<file path="src/rtl/gpio_input_capture_if.sv">
// Pin-side signal bundle of the GPIO input-capture block.
// The slave modport is the capture block; the master modport drives the pad and config side.
interface gpio_input_capture_if #(
  parameter int WIDTH = 8
);
  logic [WIDTH-1:0] ioPin;
  logic             outEn;
  logic             cfgWe;
  logic [WIDTH-1:0] cfgRiseEn;
  logic [WIDTH-1:0] cfgFallEn;
  logic [WIDTH-1:0] irqClr;
  logic [WIDTH-1:0] iData;
  logic [WIDTH-1:0] irqPending;
  logic             irq;

  modport master (
    output ioPin, outEn, cfgWe, cfgRiseEn, cfgFallEn, irqClr,
    input  iData, irqPending, irq
  );

  modport slave (
    input  ioPin, outEn, cfgWe, cfgRiseEn, cfgFallEn, irqClr,
    output iData, irqPending, irq
  );
endinterface

</file>
<file path="src/rtl/gpio_input_capture.sv">
// Per-pin GPIO input path: synchronizer, debounce, edge detect and sticky
// interrupt flags, with flagging masked while the core drives the pads.
module gpio_input_capture #(
  parameter int WIDTH           = 8,
  parameter int SYNC_STAGES     = 2,
  parameter int DEBOUNCE_CYCLES = 16
) (
  input logic                 clk,
  input logic                 RSTn,
  gpio_input_capture_if.slave bus
);
  localparam int CW = $clog2(DEBOUNCE_CYCLES) + 1;
  localparam logic [CW-1:0] CNT_LAST = CW'(DEBOUNCE_CYCLES - 1);

  logic [WIDTH-1:0] syncChain [SYNC_STAGES];
  logic [WIDTH-1:0] syncBit;
  logic [WIDTH-1:0] stable;
  logic [CW-1:0]    cnt [WIDTH];
  logic [WIDTH-1:0] mismatch;
  logic [WIDTH-1:0] accept;
  logic [WIDTH-1:0] rise;
  logic [WIDTH-1:0] fall;
  logic [WIDTH-1:0] setBit;
  logic [WIDTH-1:0] riseEn;
  logic [WIDTH-1:0] fallEn;
  logic [WIDTH-1:0] pending;

  // Synchronizer stage boundary: only syncChain[0] ever samples the pad.
  always_ff @(posedge clk or negedge RSTn) begin
    if (!RSTn) begin
      for (int s = 0; s < SYNC_STAGES; s++) syncChain[s] <= '0;
    end else begin
      syncChain[0] <= bus.ioPin;
      for (int s = 1; s < SYNC_STAGES; s++) syncChain[s] <= syncChain[s-1];
    end
  end

  assign syncBit  = syncChain[SYNC_STAGES-1];
  assign mismatch = syncBit ^ stable;

  always_comb begin
    accept = '0;
    for (int i = 0; i < WIDTH; i++) accept[i] = mismatch[i] && (cnt[i] == CNT_LAST);
  end

  // An accepted bit always flips stable, so the new level is syncBit.
  assign rise   = accept & syncBit;
  assign fall   = accept & ~syncBit;
  assign setBit = {WIDTH{~bus.outEn}} & ((rise & riseEn) | (fall & fallEn));

  // Debounce stage boundary: any return to equality restarts the count.
  always_ff @(posedge clk or negedge RSTn) begin
    if (!RSTn) begin
      stable <= '0;
      for (int i = 0; i < WIDTH; i++) cnt[i] <= '0;
    end else begin
      stable <= stable ^ accept;
      for (int i = 0; i < WIDTH; i++) begin
        if (!mismatch[i] || accept[i]) cnt[i] <= '0;
        else                           cnt[i] <= cnt[i] + CW'(1);
      end
    end
  end

  // Flag stage boundary: a set in the same cycle as its clear wins.
  always_ff @(posedge clk or negedge RSTn) begin
    if (!RSTn) begin
      riseEn  <= '0;
      fallEn  <= '0;
      pending <= '0;
    end else begin
      if (bus.cfgWe) begin
        riseEn <= bus.cfgRiseEn;
        fallEn <= bus.cfgFallEn;
      end
      pending <= setBit | (pending & ~bus.irqClr);
    end
  end

  assign bus.iData      = stable;
  assign bus.irqPending = pending;
  assign bus.irq        = |pending;
endmodule

</file>
<file path="src/flat_wrapper.sv">
// flat-port wrapper written by rule: the top's interface ports become plain ports
module gpio_input_capture_flat 
#(
  parameter int WIDTH           = 8,
  parameter int SYNC_STAGES     = 2,
  parameter int DEBOUNCE_CYCLES = 16
)
  (clk, RSTn, bus_ioPin, bus_outEn, bus_cfgWe, bus_cfgRiseEn, bus_cfgFallEn, bus_irqClr, bus_iData, bus_irqPending, bus_irq);
  gpio_input_capture_if #(.WIDTH(WIDTH)) bus_i ();
  input logic clk;
  input logic RSTn;
  input wire logic [$bits(bus_i.ioPin)-1:0] bus_ioPin;
  input wire logic [$bits(bus_i.outEn)-1:0] bus_outEn;
  input wire logic [$bits(bus_i.cfgWe)-1:0] bus_cfgWe;
  input wire logic [$bits(bus_i.cfgRiseEn)-1:0] bus_cfgRiseEn;
  input wire logic [$bits(bus_i.cfgFallEn)-1:0] bus_cfgFallEn;
  input wire logic [$bits(bus_i.irqClr)-1:0] bus_irqClr;
  output wire logic [$bits(bus_i.iData)-1:0] bus_iData;
  output wire logic [$bits(bus_i.irqPending)-1:0] bus_irqPending;
  output wire logic [$bits(bus_i.irq)-1:0] bus_irq;
  assign bus_i.ioPin = bus_ioPin;
  assign bus_i.outEn = bus_outEn;
  assign bus_i.cfgWe = bus_cfgWe;
  assign bus_i.cfgRiseEn = bus_cfgRiseEn;
  assign bus_i.cfgFallEn = bus_cfgFallEn;
  assign bus_i.irqClr = bus_irqClr;
  assign bus_iData = bus_i.iData;
  assign bus_irqPending = bus_i.irqPending;
  assign bus_irq = bus_i.irq;
  gpio_input_capture #(.WIDTH(WIDTH), .SYNC_STAGES(SYNC_STAGES), .DEBOUNCE_CYCLES(DEBOUNCE_CYCLES)) u_core (.clk(clk), .RSTn(RSTn), .bus(bus_i));
endmodule
</file>
<file path="config.mk">
export PLATFORM = sky130hd
export DESIGN_NAME = gpio_input_capture_flat
export DESIGN_NICKNAME = d
export VERILOG_FILES = /design/src/rtl/gpio_input_capture_if.sv /design/src/rtl/gpio_input_capture.sv /design/src/flat_wrapper.sv
export SDC_FILE = /design/constraint.sdc
export NUM_CORES = 1
export LEC_CHECK = 0
export ABC_AREA = 1
export BUFFER_PORTS_ARGS = -buffer_cell sky130_fd_sc_hd__buf_2
export CORE_MARGIN = 8
export CORE_UTILIZATION = 42
export CTS_BUF_LIST = sky130_fd_sc_hd__clkbuf_2
export CTS_CLUSTER_DIAMETER = 30
export CTS_CLUSTER_SIZE = 25
export DETAILED_ROUTE_END_ITERATION = 10
export HOLD_SLACK_MARGIN = 0.05
export MAX_ROUTING_LAYER = met4
export PLACE_DENSITY_LB_ADDON = 0.3
export SYNTH_ARGS = -nofsm -noshare
export SYNTH_HDL_FRONTEND = slang
export SYNTH_SLANG_ARGS = --single-unit
</file>
<file path="constraint.sdc">
create_clock -name clk -period 3 [get_ports clk]
set_input_delay 0.3 -clock clk [delete_from_list [all_inputs] [get_ports clk]]
set_output_delay 0.3 -clock clk [all_outputs]
set_load 0.1 [all_outputs]
</file>
==> run metrics <==
Synth Net Count=459; gpl congestion=0.780; outcome=completed; GRT Total Usage=0.124; core area=8680 um^2; IO Port Bufs=52; Min-Delay Path Class=input pin to flop; clk_skew=12.0 ps; Initial Utilization=0.431; Worst Setup Path Type=flop to output pin; initial detailed-routing violation count=68; worst-margin pin slew=801 ps; DR vias=2,806; Clock Latency Late Sink=490 ps; final setup fails=0; endpoints failing hold=0; grt total ovfl=0; Synth Area in Compound Gates=0.0254; synth top area cells=dfrtp_1 59%, nand2_1 10%, inv_1 6.5%; fin. max-slew vios=0; f_max=510 MHz; layout cell share with drive strength beyond 1=0.153; synthesized cell area=3740 um^2; Die X=110 um; largest net degree at the start of global routing=66; Rel. slew slack=0.466; Final nets=554; Worst Path Required=2700 ps; met3 wire len=327 um; Syn-to-layout area delta=20.7%; Synth area leader=dfrtp_1; die area=12,200 um^2; commonest non-fill, non-tap cell in the layout=nand2_1; die height=110 um; Inserted Diodes=0; WL met1=3180 um; Synth Instances=407; FILL cells=797; crit-path max FO=2; Synth Area in XOR/XNOR=0.0117; Synth warnings=0; dpl hpwl=5090 um; CTS Sinks=88; crit path max-delay cell type=dfrtp_1; pre-CTS setup slack=1580 ps; Max Cap Viol=0; largest family of logic cells by synthesized area=simple AND/OR/NAND/NOR gates; H-tree level count=3; Distinct cells, synth=17; clock period minus worst slack=1960 ps; Crit path buffers/inverters=2; mux contribution to synthesized area=0.0281; CP dominant cell by count=nand2_1; global-route wire length before repair=12,200 um; commonest non-fill, non-tap cells in the layout=103 x nand2_1, 88 x dfrtp_1, 65 x inv_1; antenna violation net count after detailed routing=0; area of the multi-input gates=1270 um^2; clock buffer depth=2; Rows=34; Fin Setup TNS=0 ps; setup ws final=1040 ps; register area=2200 um^2; initial antenna violation count=0; clk slew on worst S/H paths=190 ps; PostCTS Resize Cnt=0; CP arrival=1660 ps; Final Cycle Share=0.653; Post-Synth Simple-Gate Area=0.220; clock root buffer=clkbuf_2; Power Density=423 nW/um^2; vias in the first global route=2,872; Worst setup EP type=output pin; Routed WL=7070 um; DR pass1 iterations=6; syn avg cell area=9.20 um^2; Startpoint Class=flop; register area share after synthesis=0.588; post-synthesis adder-cell area fraction=0.0535; critical path's top delay family=flip-flops; LEAKAGE=0.00234 uW; Yosys top cell area share=0.588; routed wire length per instance=11.5 um; RSZ-0062 raised after global routing=false; Yosys reg bits=88; Avg Vias per Cell=4.58; CTS Buf Count=9; slowest cell delay on critical path=410 ps; VDD IR max=214 uV; Ports=53; top routing layer used=met4; CTS tree=yes; DR WL met2=3400 um; CP Cell Sequence=inv_1 -> nand2_1 -> nor3_1 -> nand2_1 -> buf_2; DRC=0; postcts setup bufs=0
-- logic make-up after synthesis --
kind of cell | count (synthesis)
flip-flops | 88
XOR/XNOR | 5
multiplexers | 8
AO/OA/AOI/OAI | 19
AND/OR/NAND/NOR | 203
adder cells (fa/ha/maj) | 16
buffers and inverters | 68
-- per-stage QoR --
stage               hold WS (ps)  cell area (um^2)  utilization  cells  total power, uW
finish                       303              4520        0.521    612             1910
floorplan                   4.41              3740            -    407             1390
global placement             333              4130        0.475    566             1460
global route                 274              4520        0.521    612             2030
CTS                          243              4520        0.521    612             1950
detailed placement           337              4130        0.475    566             1470
-- layout make-up --
class | instances | area share
Multi-Input combinational cell | 251 | 0.280
Clock inverter | 3 | 0.00277
Clock buffer | 10 | 0.0111
Inverter | 65 | 0.0540
Tap cell | 108 | 0.0299
Timing Repair Buffer | 87 | 0.135
Sequential cell | 88 | 0.487
-- registers in the layout (all words and copies together) (netlist names), named ones only --
register               cells
u_core.cnt                40
u_core.bus.irqPending      8
u_core.fallEn              8
u_core.riseEn              8
u_core.syncBit             8
u_core.syncChain           8
-- timing repair --
| item | CTS | global route |
|---|---|---|
| endpoints found under the setup margin | 0 | 0 |
| hold endpoints to repair | 95 | 0 |
| hold buffers | 33 | 0 |
-- path summary, 6_finish.rpt --
path                                          start                          to  slack, ps  depth (start not counted)
max                        u_core.bus.irqPending[1]                     bus_irq       1040                          5
min                                       bus_cfgWe            u_core.riseEn[2]        300                          3
max reg2reg                           u_core.cnt[5]               u_core.cnt[8]       1570                          7
min reg2reg                    u_core.syncChain[14]           u_core.syncBit[6]        380                          0
max in group asynchronous                      RSTn  asynchronous set/reset pin       1900                          3
min in group asynchronous                      RSTn            u_core.riseEn[6]        410                          2
-- Yosys cell counts --
library cell and n:
nand2_1 103, dfrtp_1 88, inv_1 65, nor2_1 64, nand3_1 22, ha_1 16, o21ai_0 16, nand4_1 8
xnor2_1 5, mux2_2 4, mux2_4 4, or2_2 4, a21oi_1 3, nor3_1 2, buf_2 1, buf_6 1
buf_8 1
-- power by group --
group	leakage, uW	switching, uW	internal (uW)
Sequential	0.00114	41.4	1240
Combinational	0.00116	95.0	95.2
Clock	0.0000486	341	93.2
Total	0.00234	477	1430
-- worst reg2reg max path, delay by kind of cell, from the launching register on --
| family | cells | cell delay, ps |
|---|---|---|
| adders and majority gates | 2 | 440 |
| AOI/OAI and AO/OA | 1 | 150 |
| buffers and inverters | 1 | 60 |
| and+or+nand+nor | 3 | 260 |
| DFF | 1 | 450 |
-- routing by layer --
layer  vias to the layer above  GRT usage
met4                         0     0.0486
li1                       1436          -
met2                        53      0.208
met3                        13     0.0406
met5                         -          -
met1                      1304      0.134
Note: power is estimated with default switching activity, not from simulation.
